===== src/rtl/output_stream_scheduler.sv =====
// Output stream scheduler: queues {size, groups} jobs, launches them one at a
// time to an output streamer via a level enable, snoops the streamer's
// AXI-stream handshake to detect completion or a stall, then holds the enable
// low for a short gap so the streamer can clear its counters.
module output_stream_scheduler #(
    parameter int MAX_ADDR_WIDTH = 13,
    parameter int QUEUE_DEPTH    = 4,
    parameter int TIMEOUT        = 1024
) (
    input  logic                            m_axis_aclk,
    input  logic                            m_axis_areset,
    input  logic                            job_valid,
    output logic                            job_ready,
    input  logic [MAX_ADDR_WIDTH-1:0]       job_size,
    input  logic [3:0]                      job_groups,
    output logic                            start_output,
    output logic [MAX_ADDR_WIDTH-1:0]       out_size,
    output logic [3:0]                      groups,
    input  logic                            mon_tvalid,
    input  logic                            mon_tready,
    input  logic                            mon_tlast,
    output logic                            job_done,
    output logic                            job_err,
    output logic [MAX_ADDR_WIDTH-1:0]       done_beats,
    output logic                            busy,
    output logic [$clog2(QUEUE_DEPTH):0]    jobs_pending
);

    localparam int PW = $clog2(QUEUE_DEPTH);
    localparam int CW = PW + 1;
    localparam int EW = MAX_ADDR_WIDTH + 4;
    localparam int TW = $clog2(TIMEOUT);
    localparam logic [CW-1:0] DEPTH_C   = CW'(QUEUE_DEPTH);
    localparam logic [TW-1:0] IDLE_LAST = TW'(TIMEOUT - 1);

    typedef enum logic [1:0] {S_IDLE, S_RUN, S_GAP} state_t;

    // Job queue storage and bookkeeping
    logic [EW-1:0]             r_mem [QUEUE_DEPTH];
    logic [PW-1:0]             r_wr_ptr;
    logic [PW-1:0]             r_rd_ptr;
    logic [CW-1:0]             r_count;
    logic                      w_push;
    logic                      w_pop;
    logic [MAX_ADDR_WIDTH-1:0] w_head_size;
    logic [3:0]                w_head_groups;

    // Scheduler state
    state_t                    r_state;
    logic                      r_start;
    logic [MAX_ADDR_WIDTH-1:0] r_out_size;
    logic [3:0]                r_groups;
    logic                      r_job_done;
    logic                      r_job_err;
    logic [MAX_ADDR_WIDTH-1:0] r_done_beats;
    logic [TW-1:0]             r_idle_cnt;
    logic                      r_gap_cnt;
    logic                      w_hs;

    // Readiness depends on occupancy alone, so a pop never frees a slot for a
    // push in the same cycle.
    assign job_ready     = (r_count < DEPTH_C);
    assign w_push        = job_valid && job_ready;
    assign w_pop         = (r_state == S_IDLE) && (r_count != '0);
    assign w_head_size   = r_mem[r_rd_ptr][EW-1:4];
    assign w_head_groups = r_mem[r_rd_ptr][3:0];
    assign w_hs          = mon_tvalid && mon_tready;

    // Queue payload write; storage is not reset
    // NOTE: the data array needs no reset because the pointers and occupancy
    // define which entries are valid; resetting it only costs flops and muxes.
    always_ff @(posedge m_axis_aclk) begin
        if (w_push) begin
            r_mem[r_wr_ptr] <= {job_size, job_groups};
        end
    end

    // Queue pointers and occupancy; pointers wrap naturally at a power-of-two depth
    // NOTE: state is updated with non-blocking assignments so every register
    // samples the pre-edge values regardless of statement order.
    always_ff @(posedge m_axis_aclk) begin
        if (m_axis_areset) begin
            r_wr_ptr <= '0;
            r_rd_ptr <= '0;
            r_count  <= '0;
        end else begin
            if (w_push) r_wr_ptr <= r_wr_ptr + PW'(1);
            if (w_pop)  r_rd_ptr <= r_rd_ptr + PW'(1);
            case ({w_push, w_pop})
                2'b10:   r_count <= r_count + CW'(1);
                2'b01:   r_count <= r_count - CW'(1);
                default: r_count <= r_count;
            endcase
        end
    end

    // Job sequencing FSM with registered outputs
    always_ff @(posedge m_axis_aclk) begin
        if (m_axis_areset) begin
            r_state      <= S_IDLE;
            r_start      <= 1'b0;
            r_out_size   <= '0;
            r_groups     <= '0;
            r_job_done   <= 1'b0;
            r_job_err    <= 1'b0;
            r_done_beats <= '0;
            r_idle_cnt   <= '0;
            r_gap_cnt    <= 1'b0;
        end else begin
            r_job_done <= 1'b0;
            r_job_err  <= 1'b0;
            case (r_state)
                S_IDLE: begin
                    if (w_pop) begin
                        r_out_size   <= w_head_size;
                        r_groups     <= w_head_groups;
                        r_done_beats <= '0;
                        r_idle_cnt   <= '0;
                        if ((w_head_size == '0) || (w_head_groups == '0)) begin
                            // Degenerate job: report and discard without launching
                            r_job_done <= 1'b1;
                            r_job_err  <= 1'b1;
                        end else begin
                            r_state <= S_RUN;
                        end
                    end
                end
                S_RUN: begin
                    if (w_hs) begin
                        r_idle_cnt <= '0;
                        if (r_done_beats != '1) begin
                            r_done_beats <= r_done_beats + MAX_ADDR_WIDTH'(1);
                        end
                        if (mon_tlast) begin
                            r_start    <= 1'b0;
                            r_job_done <= 1'b1;
                            r_gap_cnt  <= 1'b0;
                            r_state    <= S_GAP;
                        end else begin
                            r_start <= 1'b1;
                        end
                    end else if (r_idle_cnt == IDLE_LAST) begin
                        // Streamer stalled too long: abort the job
                        r_start    <= 1'b0;
                        r_job_done <= 1'b1;
                        r_job_err  <= 1'b1;
                        r_gap_cnt  <= 1'b0;
                        r_state    <= S_GAP;
                    end else begin
                        r_start    <= 1'b1;
                        r_idle_cnt <= r_idle_cnt + TW'(1);
                    end
                end
                S_GAP: begin
                    r_gap_cnt <= 1'b1;
                    if (r_gap_cnt) begin
                        r_state <= S_IDLE;
                    end
                end
                default: begin
                    r_state <= S_IDLE;
                    r_start <= 1'b0;
                end
            endcase
        end
    end

    assign start_output = r_start;
    assign out_size     = r_out_size;
    assign groups       = r_groups;
    assign job_done     = r_job_done;
    assign job_err      = r_job_err;
    assign done_beats   = r_done_beats;
    assign busy         = (r_state != S_IDLE);
    assign jobs_pending = r_count;

endmodule


===== config.mk =====
export PLATFORM = sky130hd
export DESIGN_NAME = output_stream_scheduler
export DESIGN_NICKNAME = d
export VERILOG_FILES = /design/src/rtl/output_stream_scheduler.sv
export SDC_FILE = /design/constraint.sdc
export NUM_CORES = 1
export LEC_CHECK = 0
export ABC_CLOCK_PERIOD_IN_PS = 2350
export CAP_MARGIN = 20
export CORE_MARGIN = 4
export CORE_UTILIZATION = 55
export CTS_BUF_LIST = sky130_fd_sc_hd__clkbuf_4
export CTS_CLUSTER_DIAMETER = 150
export DETAILED_ROUTE_END_ITERATION = 16
export DONT_BUFFER_PORTS = 1
export GPL_TIMING_DRIVEN = 0
export MAX_ROUTING_LAYER = met4
export PLACE_DENSITY = 0.7
export SKIP_LAST_GASP = 1
export SLEW_MARGIN = 0
export SYNTH_ARGS = -nofsm -noshare
export SYNTH_HDL_FRONTEND = slang
export SYNTH_SLANG_ARGS = --single-unit
export TNS_END_PERCENT = 50

===== constraint.sdc =====
create_clock -name m_axis_aclk -period 2.35 [get_ports m_axis_aclk]
set_input_delay 0.3525 -clock m_axis_aclk [delete_from_list [all_inputs] [get_ports m_axis_aclk]]
set_output_delay 0.3525 -clock m_axis_aclk [all_outputs]
set_load 0.05 [all_outputs]

==> impl_metrics.csv, run 1 <==
group,metric,value,unit
worst_setup_path,cp-end-kind,"register",
drt,drt_first_pass_iters,4,
grt,grt_usage,0.195,
logic_synthesis,synth_warnings,0,
grt,grt_overflow,0,
finish,instances_no_fill,545,
logic_synthesis,synthXorXnorAreaFrac,0.0371,
clock_tree,h-tree-depth,4,
logic_synthesis,synth-simple-area-share,0.138,
logic_synthesis,synth.top_cells.by_area,"edfxtp_1, dfxtp_1, mux4_2",
finish,fill_cells,695,
clock_tree,cts_made_buffers,17,
flow_run,drv_cap,0,
place,place_congestion,0.871,
drt,vias_per_cell,5.69,
run_status,status,"finished, final reports clean",
worst_setup_path,r2r-start,"done_beats[4]$_SDFFE_PP0P_",
finish,final_nets,456,
finish,drive_above_1_share,0.142,
worst_setup_path,cp_max_fo,5,
logic_synthesis,muxShareOfSynthArea,0.0802,
power_and_ir_drop,finalPower,6.39,mW
logic_synthesis,synth_top_family_by_area,"simple AND/OR/NAND/NOR gates",
sta,worst_slew_pin_slew,0.938,ns
place,placed_cell_area,5100,µm²
power_and_ir_drop,power.density,1160,nW/µm²
worst_setup_path,r2r_cells,5,
clock_tree,clock_latency,0.50,ns
logic_synthesis,syn_area_per_cell,12.7,µm²
clock_tree,cts_buffer_depth,2,
logic_synthesis,synth_cell_type_count,46,
logic_synthesis,ys.flop_type,"edfxtp_1",
clock_tree,clkSlewWorstSetupHoldPaths,0.11,ns
logic_synthesis,yosys.area_share.adder,0.0217,
sta,slew_headroom,0.374,
worst_setup_path,reg2reg_to,"done_beats[11]$_SDFFE_PP0P_",
clock_tree,cts_tree,"built",
sta,slew_viol_final,0,
finish,insertedDiodeCount,0,
place,dpl.hpwl,6400,µm
floorplanning,fp.coreArea,8760,µm²
worst_setup_path,critPathCapture,"done_beats[11]$_SDFFE_PP0P_",
drt,ant_nets,0,
clock_tree,clock-sinks,123,
sta,period_minus_slack,2.22,ns
floorplanning,die_x,103,µm
logic_synthesis,syn_area,4960,µm²
logic_synthesis,synth_compound_area_frac,0.0603,
worst_setup_path,critPathLaunch,"done_beats[4]$_SDFFE_PP0P_",
grt,grt_pass1_vias,2982,
grt,grt_max_degree,18,
logic_synthesis,synthArstFlopShare,0,
drt,routed_wl,9360,µm
finish,synthToLayoutAreaGrowth,11.4,%
min_path,worstHoldPathType,"primary input to register",
floorplanning,die_h,103,µm
power_and_ir_drop,ir_drop,0.554,mV
sta,fin_crit_sh,0.946,
sta,setup_viol_count_final,0,
drt,post_drt_wl_per_cell,17.2,µm
logic_synthesis,synth_cells,391,
sta,finalHoldViolCount,0,
sta,rsz0062_at_grt,"true",
drt,vias,3100,
clock_tree,cts_root_buf,"clkbuf_4",
sta,fin_skew,0.0167,ns
logic_synthesis,synth_area_leader_cell,"edfxtp_1",
logic_synthesis,synth_edf_count,68,
worst_setup_path,crit_path_start_kind,"register",
finish,postLayoutCellArea,5520,µm²
worst_setup_path,r2r_slack,0.13,ns
place,place_ws,-0.350,ns
logic_synthesis,synthTopCellsByCount,"edfxtp_1, dfxtp_1, nand2_1",
logic_synthesis,synth_top_area_share,0.412,
worst_setup_path,crit_arrival,2.66,ns
place,io_buffer_count,0,
grt,antenna_found_initial,0,
worst_setup_path,crit_required,2.78,ns
sta,timing.fmax,450,MHz
place,dp.cells,499,
grt,grt_pass1_wl,14900,µm
logic_synthesis,syn-num-nets,422,
logic_synthesis,ys_seq_area_frac,0.634,
floorplanning,die-area,10600,µm²
floorplanning,pin_count,61,
power_and_ir_drop,leakage,1.80,nW
logic_synthesis,synth.most_common_cell,"edfxtp_1",
min_path,whs_path_depth,3,
drt,drc,0,
drt,drtIter0Drc,200,
logic_synthesis,synth-seq-cells,123,
floorplanning,rows,34,
sta,finalSetupTns,0,ns
floorplanning,start_util,0.566,
worst_setup_path,worstSetupPathType,"register to register",
sta,setup_slack,0.126,ns
==> sequential cells by signal, summed over array words and instances (netlist names), named ones only <==
| name | flops |
|---|---|
| r_mem | 68 |
| done_beats | 13 |
| out_size | 13 |
| r_idle_cnt | 10 |
| groups | 4 |
| jobs_pending | 3 |
| r_rd_ptr | 2 |
| r_state | 2 |
| r_wr_ptr | 2 |
| job_done | 1 |
| job_err | 1 |
| r_gap_cnt | 1 |
| start_output | 1 |
==> through the flow <==
step,utilization,hold slack [ns]
after floorplan,-,0.451
after global placement,0.582,0.452
after detailed placement,0.582,0.452
after CTS,0.629,0.128
after global routing,0.630,0.153
final,0.630,0.164
==> layout make-up <==
cell class              instances  area, µm²  area share
repair buffers                 17        170      0.0308
flip-flops and latches        123       3160       0.572
clock inverters                14        100      0.0181
multi-input cells             237       1690       0.306
inverters                      14       55.1     0.00997
clock buffers                  17        128      0.0231
well taps                     108        135      0.0245
plain buffers                  15       82.6      0.0149
==> worst min-delay path by stage <==
stage	to	startpoint	slack [ns]
2_1_floorplan	r_mem[0][0]$_DFFE_PP_	job_groups[0]	0.45
3_3_place_gp	r_mem[2][9]$_DFFE_PP_	job_size[5]	0.45
3_5_place_dp	r_mem[0][5]$_DFFE_PP_	job_size[1]	0.45
4_1_cts	done_beats[12]$_SDFFE_PP0P_	mon_tready	0.13
5_1_grt	done_beats[12]$_SDFFE_PP0P_	mon_tready	0.15
6_report	done_beats[12]$_SDFFE_PP0P_	mon_tready	0.16
==> routing by layer <==
metal | up-vias | routed length, µm | global-route usage
li1 | 1516 | - | -
met1 | 1480 | 3780 | 0.229
met2 | 98 | 4930 | 0.328
met3 | 6 | 586 | 0.0595
met4 | 0 | 68 | 0.0538
met5 | - | 0 | -
==> cell usage in the layout, fill, tap and decap left out, types with 4 or more instances in the layout <==
cell type,count
ha_1,7
dfxtp_2,5
mux4_1,4
xor2_1,7
nor2_1,32
nor3_1,5
mux4_2,13
inv_1,13
clkbuf_4,17
edfxtp_1,68
clkinvlp_4,5
nand3_1,11
and2_1,6
dfxtp_1,47
xnor2_1,14
nor4_1,5
or3_1,5
clkbuf_1,10
dlygate4sd3_1,17
nand4_1,8
a21oi_1,33
nand2_1,50
==> cells by family after synthesis <==
logic type               Yosys count
AO/OA/AOI/OAI                     50
XOR/XNOR                          21
adder cells (fa/ha/maj)            8
buffers and inverters             31
flip-flops                       123
multiplexers                      17
AND/OR/NAND/NOR                  141
==> critical path, cell delays in order (launching register included) <==
cell	delay, ns
dfxtp_1	0.74
and4_1	0.34
and4_1	0.28
nand3_1	0.13
or4_1	0.54
a21oi_1	0.14
==> where the power goes <==
part           switching (mW)  internal (mW)
Combinational            1.08          0.610
Clock                   0.811          0.413
Sequential              0.773           2.70
==> what timing repair did <==
item | CTS | global route
buffers inserted | 0 | 0
endpoints found under the setup margin | 17 | 8
resized for setup | 7 | 7
pin swaps | 0 | 1
hold endpoints to repair | 68 | 0
hold buffers | 17 | 0
Note: power is estimated with default switching activity, not from simulation.
==> inputs of run 2 (changes only) <==
--- a/config.mk
+++ b/config.mk
@@ -7,7 +7,6 @@
 export LEC_CHECK = 0
 export ABC_CLOCK_PERIOD_IN_PS = 2350
 export CAP_MARGIN = 20
-export CORE_MARGIN = 4
 export CORE_UTILIZATION = 55
 export CTS_BUF_LIST = sky130_fd_sc_hd__clkbuf_4
 export CTS_CLUSTER_DIAMETER = 150
==> constraint.sdc (replaced) <==
create_clock -name m_axis_aclk -period 2.35 [get_ports m_axis_aclk]
set_input_delay 0.47 -clock m_axis_aclk [delete_from_list [all_inputs] [get_ports m_axis_aclk]]
set_output_delay 0.47 -clock m_axis_aclk [all_outputs]
set_load 0.05 [all_outputs]
==> impl_metrics.csv, run 2 (synthesis gave the netlist of run 1 again) <==
group,metric,value,unit
grt,antenna_found_initial,0,
place,place_ws,-0.407,ns
grt,grt_max_degree,18,
sta,worst_slew_pin_slew,0.931,ns
drt,routed_wl,9330,µm
min_path,whs_path_depth,0,
clock_tree,cts_root_buf,"clkbuf_4",
drt,ant_nets,0,
run_status,status,"finished, final reports clean",
clock_tree,clock_latency,0.50,ns
clock_tree,cts_made_buffers,17,
sta,rsz0062_at_grt,"false",
finish,fill_cells,665,
sta,hold_ws,0.0500,ns
sta,setup_viol_count_final,0,
finish,final_nets,443,
grt,grt_usage,0.214,
drt,drtIter0Drc,157,
place,placed_cell_area,5100,µm²
power_and_ir_drop,power.density,1220,nW/µm²
power_and_ir_drop,leakage,1.79,nW
finish,insertedDiodeCount,0,
sta,slew_viol_final,0,
floorplanning,start_util,0.569,
clock_tree,postCtsHoldBufs,0,
finish,final_common_cell,"edfxtp_1",
floorplanning,die_x,97.0,µm
grt,grt_overflow,0,
worst_setup_path,crit_arrival,2.66,ns
sta,timing.fmax,446,MHz
floorplanning,fp.coreArea,8720,µm²
finish,postLayoutCellArea,5470,µm²
floorplanning,die-area,9400,µm²
clock_tree,cts_tree,"built",
worst_setup_path,crit_required,2.77,ns
clock_tree,clock-sinks,123,
power_and_ir_drop,finalPower,6.66,mW
flow_run,drv_cap,0,
finish,regMostFlops,"r_mem",
drt,drt_first_pass_iters,5,
grt,grt_pass1_wl,14800,µm
worst_setup_path,crit_path_start_kind,"register",
sta,fin_skew,0.0196,ns
sta,slew_headroom,0.379,
finish,regArea,3160,µm²
finish,largest_reg_flops,68,
drt,vias_per_cell,5.71,
drt,drc,0,
power_and_ir_drop,ir_drop,0.718,mV
place,io_buffer_count,0,
sta,period_minus_slack,2.24,ns
clock_tree,clkSlewWorstSetupHoldPaths,0.12,ns
drt,top_layer,"met4",
grt,grt_pass1_vias,3034,
clock_tree,cts_buffer_depth,2,
sta,finalSetupTns,0,ns
finish,drive_above_1_share,0.165,
sta,setup_slack,0.105,ns
min_path,worstHoldPathType,"primary input to register",
finish,final_cell_mix,"edfxtp_1, nand2_1, dfxtp_1",
worst_setup_path,cp_max_fo,8,
drt,wl_met2,4830,µm
floorplanning,rows,34,
place,dpl.hpwl,6290,µm
floorplanning,die_h,97.0,µm
drt,vias,3045,
floorplanning,pin_count,61,
worst_setup_path,r2r_cells,7,
worst_setup_path,cp-end-kind,"register",
sta,finalHoldViolCount,0,
finish,synthToLayoutAreaGrowth,10.2,%
sta,fin_crit_sh,0.955,
drt,drt-met1-wl,3710,µm
worst_setup_path,worstSetupPathType,"register to register",
clock_tree,h-tree-depth,4,
drt,route.met3.wl,617,µm
drt,post_drt_wl_per_cell,17.5,µm
place,place_congestion,0.851,
finish,multi_input_area,1710,µm²
## run 2: metrics by stage
stage / cells / util
after floorplan: 391 / -
after global placement: 499 / 0.585
after detailed placement: 499 / 0.585
after CTS: 529 / 0.620
after global routing: 533 / 0.627
final: 533 / 0.627
## run 2: power by group
| part | internal [mW] | leakage, nW | switching [mW] |
|---|---|---|---|
| sequential | 2.70 | 1.08 | 0.778 |
| combinational | 0.598 | 0.554 | 1.09 |
| clock | 0.669 | 0.157 | 0.831 |
## run 2: final cells by class
cell class,instances,area share
plain buffers,15,0.0151
clock inverters,14,0.0291
multi-input cells,237,0.312
inverters,14,0.0105
repair buffers,4,0.00549
well taps,108,0.0247
flip-flops and latches,123,0.578
clock buffers,18,0.0247
## run 2: repair_timing
item,CTS,global route
resized for setup,8,10
setup endpoints to repair,17,12
setup buffers,0,4
pin swaps,0,1
## run 2: critical path, cell delays in order, from the launching register on
cell,delay (ns)
dfxtp_2,0.45
ha_2,0.27
and3_1,0.22
nor4b_4,0.13
buf_4,0.16
or2_1,0.28
or4_1,0.48
a21oi_1,0.16
## run 2: worst paths after layout
kind	from	end	slack, ns
max reg2reg	done_beats[0]$_SDFFE_PP0P_	done_beats[11]$_SDFFE_PP0P_	0.11
min	job_size[2]	r_mem[0][6]$_DFFE_PP_	0.05
min reg2reg	r_idle_cnt[1]$_SDFFE_PP0P_	r_idle_cnt[1]$_SDFFE_PP0P_	0.50
max	done_beats[0]$_SDFFE_PP0P_	done_beats[11]$_SDFFE_PP0P_	0.11
## run 2: metal layers
metal	vias to the layer above	track usage
li1	1474	-
met1	1464	0.239
met2	93	0.347
met3	14	0.0773
met4	0	0.0907
met5	-	-
